[src/rtl/riscv_multicycle_controller.sv]
// Multi-cycle RV32I control unit: sequences fetch/decode/execute/memory/writeback
// over a shared ALU and unified memory port, with illegal-instruction trap and instret.
module riscv_multicycle_controller #(
    parameter int MEM_HANDSHAKE = 1,
    parameter int CNT_W         = 32
) (
    input  logic             clk,
    input  logic             rst,
    input  logic [6:0]       opcode,
    input  logic [2:0]       func_3,
    input  logic [6:0]       func_7,
    input  logic             Zero,
    input  logic             mem_ready,
    output logic             PCWrite,
    output logic             IRWrite,
    output logic             RegWrite,
    output logic             MemWrite,
    output logic             AdrSrc,
    output logic [1:0]       ALUSrcA,
    output logic [1:0]       ALUSrcB,
    output logic [1:0]       ResultSrc,
    output logic [2:0]       ImmSrc,
    output logic [2:0]       ALUControl,
    output logic             illegal,
    output logic [CNT_W-1:0] instret,
    output logic [3:0]       state_dbg
);
    localparam logic [6:0] OP_R     = 7'b0110011;
    localparam logic [6:0] OP_I     = 7'b0010011;
    localparam logic [6:0] OP_LW    = 7'b0000011;
    localparam logic [6:0] OP_SW    = 7'b0100011;
    localparam logic [6:0] OP_BR    = 7'b1100011;
    localparam logic [6:0] OP_JAL   = 7'b1101111;
    localparam logic [6:0] OP_JALR  = 7'b1100111;
    localparam logic [6:0] OP_LUI   = 7'b0110111;
    localparam logic [6:0] OP_AUIPC = 7'b0010111;

    localparam logic [2:0] ALU_ADD  = 3'b000;
    localparam logic [2:0] ALU_SUB  = 3'b001;
    localparam logic [2:0] ALU_AND  = 3'b010;
    localparam logic [2:0] ALU_OR   = 3'b011;
    localparam logic [2:0] ALU_XOR  = 3'b100;
    localparam logic [2:0] ALU_SLT  = 3'b101;
    localparam logic [2:0] ALU_SLTU = 3'b110;

    typedef enum logic [3:0] {
        S_FETCH, S_DECODE, S_MEMADR, S_MEMREAD, S_MEMWB, S_MEMWRITE,
        S_EXECR, S_EXECI, S_ALUWB, S_BRANCH, S_JAL, S_JALRT, S_JALRL,
        S_LUI, S_AUIPC, S_TRAP
    } state_t;

    state_t           state_q, state_d;
    logic [CNT_W-1:0] instret_q, instret_d;

    logic       legal_c, mem_done_c, retire_c;
    logic       pc_write_c, ir_write_c, reg_write_c, mem_write_c, adr_src_c, illegal_c;
    logic [1:0] src_a_c, src_b_c, result_src_c;
    logic [2:0] imm_src_c, alu_ctl_c, alu_func_c;

    always_comb begin
        legal_c = 1'b0;
        case (opcode)
            OP_R:    legal_c = (func_3 != 3'b001) && (func_3 != 3'b101) &&
                               ((func_7 == 7'b0000000) ||
                                (func_7 == 7'b0100000 && func_3 == 3'b000));
            OP_I:    legal_c = (func_3 != 3'b001) && (func_3 != 3'b101);
            OP_LW,
            OP_SW:   legal_c = (func_3 == 3'b010);
            OP_BR:   legal_c = (func_3 != 3'b010) && (func_3 != 3'b011);
            OP_JAL, OP_JALR, OP_LUI, OP_AUIPC: legal_c = 1'b1;
            default: legal_c = 1'b0;
        endcase
    end

    // Shared func_3 decode; func_7[5] selects sub only for register-register ops.
    always_comb begin
        alu_func_c = ALU_ADD;
        case (func_3)
            3'b000:  alu_func_c = (opcode == OP_R && func_7[5]) ? ALU_SUB : ALU_ADD;
            3'b010:  alu_func_c = ALU_SLT;
            3'b011:  alu_func_c = ALU_SLTU;
            3'b100:  alu_func_c = ALU_XOR;
            3'b110:  alu_func_c = ALU_OR;
            3'b111:  alu_func_c = ALU_AND;
            default: alu_func_c = ALU_ADD;
        endcase
    end

    always_comb begin
        state_d      = state_q;
        retire_c     = 1'b0;
        pc_write_c   = 1'b0;
        ir_write_c   = 1'b0;
        reg_write_c  = 1'b0;
        mem_write_c  = 1'b0;
        adr_src_c    = 1'b0;
        illegal_c    = 1'b0;
        src_a_c      = 2'b00;
        src_b_c      = 2'b00;
        result_src_c = 2'b00;
        imm_src_c    = 3'b000;
        alu_ctl_c    = ALU_ADD;
        mem_done_c   = (MEM_HANDSHAKE == 0) || mem_ready;
        case (state_q)
            S_FETCH: begin
                src_b_c      = 2'b10;
                result_src_c = 2'b10;
                if (mem_done_c) begin
                    ir_write_c = 1'b1;
                    pc_write_c = 1'b1;
                    state_d    = S_DECODE;
                end
            end
            S_DECODE: begin
                src_a_c   = 2'b01;
                src_b_c   = 2'b01;
                imm_src_c = (opcode == OP_JAL) ? 3'b100 : 3'b010;
                if (!legal_c) state_d = S_TRAP;
                else begin
                    case (opcode)
                        OP_LW, OP_SW: state_d = S_MEMADR;
                        OP_R:         state_d = S_EXECR;
                        OP_I:         state_d = S_EXECI;
                        OP_BR:        state_d = S_BRANCH;
                        OP_JAL:       state_d = S_JAL;
                        OP_JALR:      state_d = S_JALRT;
                        OP_LUI:       state_d = S_LUI;
                        default:      state_d = S_AUIPC;
                    endcase
                end
            end
            S_MEMADR: begin
                src_a_c   = 2'b10;
                src_b_c   = 2'b01;
                imm_src_c = (opcode == OP_SW) ? 3'b001 : 3'b000;
                state_d   = (opcode == OP_SW) ? S_MEMWRITE : S_MEMREAD;
            end
            S_MEMREAD: begin
                adr_src_c = 1'b1;
                if (mem_done_c) state_d = S_MEMWB;
            end
            S_MEMWB: begin
                result_src_c = 2'b01;
                reg_write_c  = 1'b1;
                retire_c     = 1'b1;
                state_d      = S_FETCH;
            end
            S_MEMWRITE: begin
                adr_src_c   = 1'b1;
                mem_write_c = 1'b1;
                if (mem_done_c) begin
                    retire_c = 1'b1;
                    state_d  = S_FETCH;
                end
            end
            S_EXECR: begin
                src_a_c   = 2'b10;
                alu_ctl_c = alu_func_c;
                state_d   = S_ALUWB;
            end
            S_EXECI: begin
                src_a_c   = 2'b10;
                src_b_c   = 2'b01;
                alu_ctl_c = alu_func_c;
                state_d   = S_ALUWB;
            end
            S_ALUWB: begin
                reg_write_c = 1'b1;
                retire_c    = 1'b1;
                state_d     = S_FETCH;
            end
            S_BRANCH: begin
                // Unsigned/signed compares leave a nonzero result when "less" holds.
                src_a_c    = 2'b10;
                alu_ctl_c  = func_3[2] ? (func_3[1] ? ALU_SLTU : ALU_SLT) : ALU_SUB;
                pc_write_c = (func_3[2] ^ func_3[0]) ? ~Zero : Zero;
                retire_c   = 1'b1;
                state_d    = S_FETCH;
            end
            S_JAL, S_JALRL: begin
                src_a_c    = 2'b01;
                src_b_c    = 2'b10;
                pc_write_c = 1'b1;
                state_d    = S_ALUWB;
            end
            S_JALRT: begin
                src_a_c = 2'b10;
                src_b_c = 2'b01;
                state_d = S_JALRL;
            end
            S_LUI, S_AUIPC: begin
                src_a_c   = (state_q == S_LUI) ? 2'b11 : 2'b01;
                src_b_c   = 2'b01;
                imm_src_c = 3'b011;
                state_d   = S_ALUWB;
            end
            S_TRAP:  illegal_c = 1'b1;
            default: state_d = S_FETCH;
        endcase
        instret_d = retire_c ? instret_q + {{(CNT_W-1){1'b0}}, 1'b1} : instret_q;
    end

    always_ff @(posedge clk) begin
        if (rst) begin
            state_q   <= S_FETCH;
            instret_q <= '0;
        end else begin
            state_q   <= state_d;
            instret_q <= instret_d;
        end
    end

    assign PCWrite    = pc_write_c  & ~rst;
    assign IRWrite    = ir_write_c  & ~rst;
    assign RegWrite   = reg_write_c & ~rst;
    assign MemWrite   = mem_write_c & ~rst;
    assign AdrSrc     = adr_src_c   & ~rst;
    assign illegal    = illegal_c   & ~rst;
    assign ALUSrcA    = rst ? 2'b00 : src_a_c;
    assign ALUSrcB    = rst ? 2'b00 : src_b_c;
    assign ResultSrc  = rst ? 2'b00 : result_src_c;
    assign ImmSrc     = rst ? 3'b000 : imm_src_c;
    assign ALUControl = rst ? 3'b000 : alu_ctl_c;
    assign instret    = rst ? '0 : instret_q;
    assign state_dbg  = rst ? 4'd0 : state_q;
endmodule

[config.mk]
export PLATFORM = sky130hd
export DESIGN_NAME = riscv_multicycle_controller
export DESIGN_NICKNAME = d
export VERILOG_FILES = /design/src/rtl/riscv_multicycle_controller.sv
export SDC_FILE = /design/constraint.sdc
export NUM_CORES = 1
export LEC_CHECK = 0
export CORE_MARGIN = 10
export CORE_UTILIZATION = 50
export CTS_BUF_LIST = sky130_fd_sc_hd__clkbuf_4 sky130_fd_sc_hd__clkbuf_8
export CTS_CLUSTER_DIAMETER = 200
export DETAILED_ROUTE_END_ITERATION = 10
export GPL_TIMING_DRIVEN = 0
export PLACE_DENSITY = 0.83
export SLEW_MARGIN = 30
export SYNTH_ARGS = -nofsm -noshare
export SYNTH_HDL_FRONTEND = slang
export SYNTH_SLANG_ARGS = --single-unit
export TNS_END_PERCENT = 1
[constraint.sdc]
create_clock -name clk -period 2.46 [get_ports clk]
set_input_delay 0.369 -clock clk [delete_from_list [all_inputs] [get_ports clk]]
set_output_delay 0.369 -clock clk [all_outputs]
set_load 0.02 [all_outputs]
==> Yosys cells after proc, flatten, opt, wreduce, memory -nomap -nowiden <==
Index checks and enable logic that the tools add are counted.
{ "classes": {"add_sub_neg": 1, "n_eq_ne": 37, "muxes": 36, "n_bitwise": 9, "n_reduce_logical": 24} }
{ "ops": {"columns": ["operator", "count"], "rows": [
  ["adder 32 x 1 -> 32 bit (second input constant)", 1],
  ["equality test 4 bit (second input constant)", 8],
  ["two-way mux 32 bit", 1],
  ["one-hot mux 4 bit (8 select lines)", 1],
  ["equality test 7 x 6 -> 1 bit (second input constant)", 4],
  ["one-hot mux 4 bit (7 select lines)", 1],
  ["equality test 7 bit (second input constant)", 3],
  ["two-way mux 4 bit", 5],
  ["one-hot mux 3 bit (6 select lines)", 1],
  ["equality test 4 x 3 -> 1 bit (second input constant)", 4],
  ["two-way mux 3 bit", 5],
  ["equality test 7 x 5 -> 1 bit (second input constant)", 2],
  ["OR reduction 2 bit", 6],
  ["OR reduction 6 bit", 2],
  ["two-way mux 2 bit", 5],
  ["equality test 3 bit (second input constant)", 3],
  ["two-way mux 1 bit", 9],
  ["one-hot mux 3 bit (3 select lines)", 1],
  ["OR reduction 3 bit", 3],
  ["equality test 4 x 2 -> 1 bit (second input constant)", 2],
  ["one-hot mux 2 bit (2 select lines)", 2],
  ["nonzero test 8 bit", 1],
  ["equality test 7 x 2 -> 1 bit (second input constant)", 1],
  ["zero test 7 bit", 1],
  ["21 further kinds", 35]
]} }
{ "word_totals": {"regBits": 36, "inputBits": 21, "out_inout_bits": 54, "elab_cells": 109} }

==> Longest topological paths before layout <==
{ "logic_depth": {"ltp_word": 7, "mapped_depth": 7, "mapped_depth_nobuf": 5} }

==> Worst setup path after synthesis <==
No wires, ideal clock.
{ "synth_path": {"kind": "input to output", "start": "input port rst", "end": "output port ALUControl[0]", "arrival_ns": 1.994, "t_required_ns": 2.091, "setup_slack_ns": 0.097, "path_stages": 6, "n_path_buf": 1, "path_cell_list": "clkbuf_1 nor2b_1 nor2b_1 o2111a_1 a41oi_1 o21ai_0"} }
{ "synth_via": {"elab_chain_len": 1} }
{ "synth_rtl": {"columns": ["element", "line", "rtl"], "rows": [
  ["from (decl)", "8", "input logic rst,"],
  ["two-way mux 3 bit", "223", "assign ALUControl = rst ? 3'b000 : alu_ctl_c;"],
  ["to (decl)", "23", "output logic [2:0] ALUControl,"]
]} }
No other way between the ends.

==> Worst setup path in the final report <==
{ "layout_path": {"start": "register state_q[2]", "end": "output port ALUSrcA[0]"} }
{ "layout_via": {"elab_chain_len": 4, "elab_cells_between_ends": 15, "classes_between": "eq/ne: 10; mux: 2; reduce/logical: 3"} }
{ "layout_rtl": {"columns": ["element", "line", "rtl"], "rows": [
  ["from (decl)", "52", "state_t state_q, state_d;"],
  ["from (signal assigned)", "208", "state_q <= state_d;"],
  ["equality test 4 bit, or another cell as far along", "104", "case (state_q)"],
  ["OR reduction 5 bit (no source line), or another cell as far along", null, null],
  ["one-hot mux 2 bit (3 select lines) (*)", "104", null],
  ["two-way mux 2 bit (*)", "219", "assign ALUSrcA = rst ? 2'b00 : src_a_c;"],
  ["to (decl)", "19", "output logic [1:0] ALUSrcA,"]
]} }
Mark *: on every way between the ends. The rest lies on a longest branch, timed or not.

==> impl_metrics.toml <==
[power]
switching_share_pct = 44.3
p_int_mw = 1.27
p_leak_nw = 1.31
peakVddDrop_v = 0.000597
combPwrFrac_pct = 52.2
power_frac_seq_pct = 29.3
p_per_area_nw_per_um2 = 638
pwr-share-clk_pct = 18.6
totalPowerFinal_mw = 2.28
p_sw_mw = 1.01

[synthesis]
synth_top_family_by_area = "simple AND/OR/NAND/NOR gates"
synth-compound-area-share_pct = 12.3
avgSynthCellArea_um2 = 7.31
synthTopCellsByCount = "nor2_1, nor2b_1, dfxtp_1"
async_flop_share_pct = 0
synth_top_cell_by_area = "dfxtp_1"
synth-xor-area-share_pct = 7.92
syn_area_um2 = 2650
synth.area.top_cells = "dfxtp_1, nor2b_1, nor2_1"
ys_types = 55
synthMuxAreaShare_pct = 5.00
ys_seq_elements = 36
synthSimpleGateAreaFrac_pct = 41.4
yosysTopAreaCellShare_pct = 27.2
synth_edf_count = 0
yosysMostFrequentCell = "nor2_1"
synth_nets = 386
yosysWarnings = 0
synthAdderAreaFrac_pct = 0.943
yosysSeqAreaShare_pct = 27.2
synth_flop_cell = "dfxtp_1"
synthCells = 363

[timing]
final-hold-violation-count = 0
slew_headroom_pct = 66.3
rsz0062_at_grt = "true"
min_period_ns = 2.45
tightest_slew_ns = 0.505
finalSetupTns_ns = 0
skew_ns = 0.00695
slew_violations = 0
max_freq_ghz = 0.407
setup-violations-final = 0
period_share_pct = 99.8

[critical_path]
rr_worst_depth = 7
reg2reg_slack_ns = 0.19
critical_path_class = "reg2out"
required_ns = 2.09
setup.worst_path.end_class = "output port"
start_kind = "register"
crit_path_max_fanout = 10
cp.arrival_ns = 2.09

[final_layout]
seq_area_um2 = 721
fill_cells = 460
syn2layout_area_growth_pct = 34.7
fin_cells = 511
drive_gt1_share_pct = 10.9
nNetsFinal = 463
fin_area_um2 = 3580
antennaDiodeCount = 0
multi_input_area_um2 = 1830

[clocking]
clk_latency_ns = 0.30
numCtsBuffers = 5
cts_tree = "yes"
clock-sinks = 36
ctsRootBufferMaster = "clkbuf_8"
clk_pin_slew_worst_paths_ns = 0.07
cts_buffer_depth = 2
ctsHtreeMaxLevel = 2

[global_routing]
grt_pass1_vias = 2741
antenna_found_initial = 0
grt.total_usage_pct = 18.0
grt_pass1_wl_um = 13000
grt_max_degree = 13
grt_overflow_total = 0

[drt]
drtPass1Iterations = 6
wirelength_um = 7970
drt_first_iter_violations = 281
vias = 2866
ant_nets = 0
vias_per_cell = 5.61
drc = 0
routedWlPerCell_um = 15.6

[hold_path]
hold_path.class = "reg2reg"
hold_path_depth = 2

[placement]
dp_cells = 502
hpwl_um = 6180
place_area_um2 = 3430
place_congestion = 0.920
place.port_buffers = 69

[die]
die_area_um2 = 8620
initial_core_util_pct = 51.6
io_pins = 75
die_h_um = 92.9
core-area_um2 = 5140
dieWidth_um = 92.9
num_rows = 26

[flow_run]
drv_cap = 0

[run_status]
outcome = "completed"
==> worst max-delay path, stage by stage (launching register included) <==
cell and delay [ns]:
dfxtp_1 0.37, buf_2 0.22, nor2_4 0.20, a21oi_1 0.10, nor2_1 0.10, a31oi_1 0.05, nor2_1 0.12, clkdlybuf4s50_1 0.63
==> timing repair <==
item                       4_1_cts  5_1_grt
gates cloned                     0        0
buffers inserted                 1        0
hold buffers                     0        0
resized for setup               33       17
pin swaps                        0        1
setup endpoints to repair       41       11
hold endpoints to repair         0        0
==> flip-flops by register name (all words and copies together), names as in the netlist <==
name,cells
instret_q,32
state_q,4
==> power by group through the flow <==
| stage | sequential, mW | combinational (mW) | clock (mW) |
|---|---|---|---|
| finish | 0.668 | 1.19 | 0.424 |
| global route | 0.672 | 1.29 | 0.445 |
| CTS | 0.663 | 1.16 | 0.430 |
| detailed placement | 0.675 | 1.16 | 0 |
| global placement | 0.673 | 1.15 | 0 |
| floorplan | 0.664 | 0.784 | 0 |
==> logic make-up after synthesis <==
| logic type | after synthesis |
|---|---|
| and+or+nand+nor | 206 |
| AOI/OAI and AO/OA | 48 |
| DFF | 36 |
| buffers and inverters | 35 |
| xor gates and xnor gates | 24 |
| muxes | 12 |
| adders and majority gates | 2 |
==> stage by stage <==
stage                     utilization, %  hold WS, ns  setup slack, ns
after floorplan                        -        0.479           0.0967
after detailed placement            66.8        0.504           -0.668
final                               69.6        0.532          0.00541
after CTS                           69.3        0.517           -0.140
after global routing                69.6        0.554          -0.0539
after global placement              66.8        0.498           -0.698
==> per-layer routing <==
layer  vias up  GRT usage, %  part of all wire, %
met1      1342          22.1                   44
li1       1422             -                    -
met2        93          30.3                   49
met3         9          3.63                  5.4
met4         0          6.17                  1.1
met5         -             0                    0
==> cell usage in the layout, fill, tap and decap left out, types with 3 or more instances in the layout <==
cell type        count
a21oi_1              8
a31oi_1              4
and3_1               7
buf_2                4
clkbuf_1            11
clkbuf_2            10
clkbuf_4             3
clkbuf_8             5
clkdlybuf4s50_1     53
clkinv_2             3
dfxtp_1             36
dlygate4sd2_1        9
dlymetal6s2s_1       4
inv_1                7
mux2_1               4
mux2_2               6
nand2_1             25
nand2b_1             8
nand3_1             11
nand3b_1             3
nand4_1              4
nor2_1              50
nor2b_1             37
nor3_1              18
nor3b_1              4
nor4_1              13
nor4b_1              4
o21ai_0              9
o22ai_1              4
o31ai_1              3
or2_2                4
or4_1                3
xnor2_1             21
xor2_1               3
==> final timing paths <==
check,startpoint,endpoint
min reg2reg,instret_q[1],instret_q[1]
min,instret_q[1],instret_q[1]
max,state_q[2],ALUSrcA[0]
max reg2reg,state_q[3],instret_q[31]
==> final cells by class <==
cell class	instances	area share, %
timing repair buffer	70	19.1
inverter	8	0.875
clock inverter	3	0.525
tap	70	2.45
multi-input combinational	292	51.3
buffer	27	3.74
clock buffer	5	1.92
sequential	36	20.2
No activity file was read; power rests on OpenSTA's default activity.
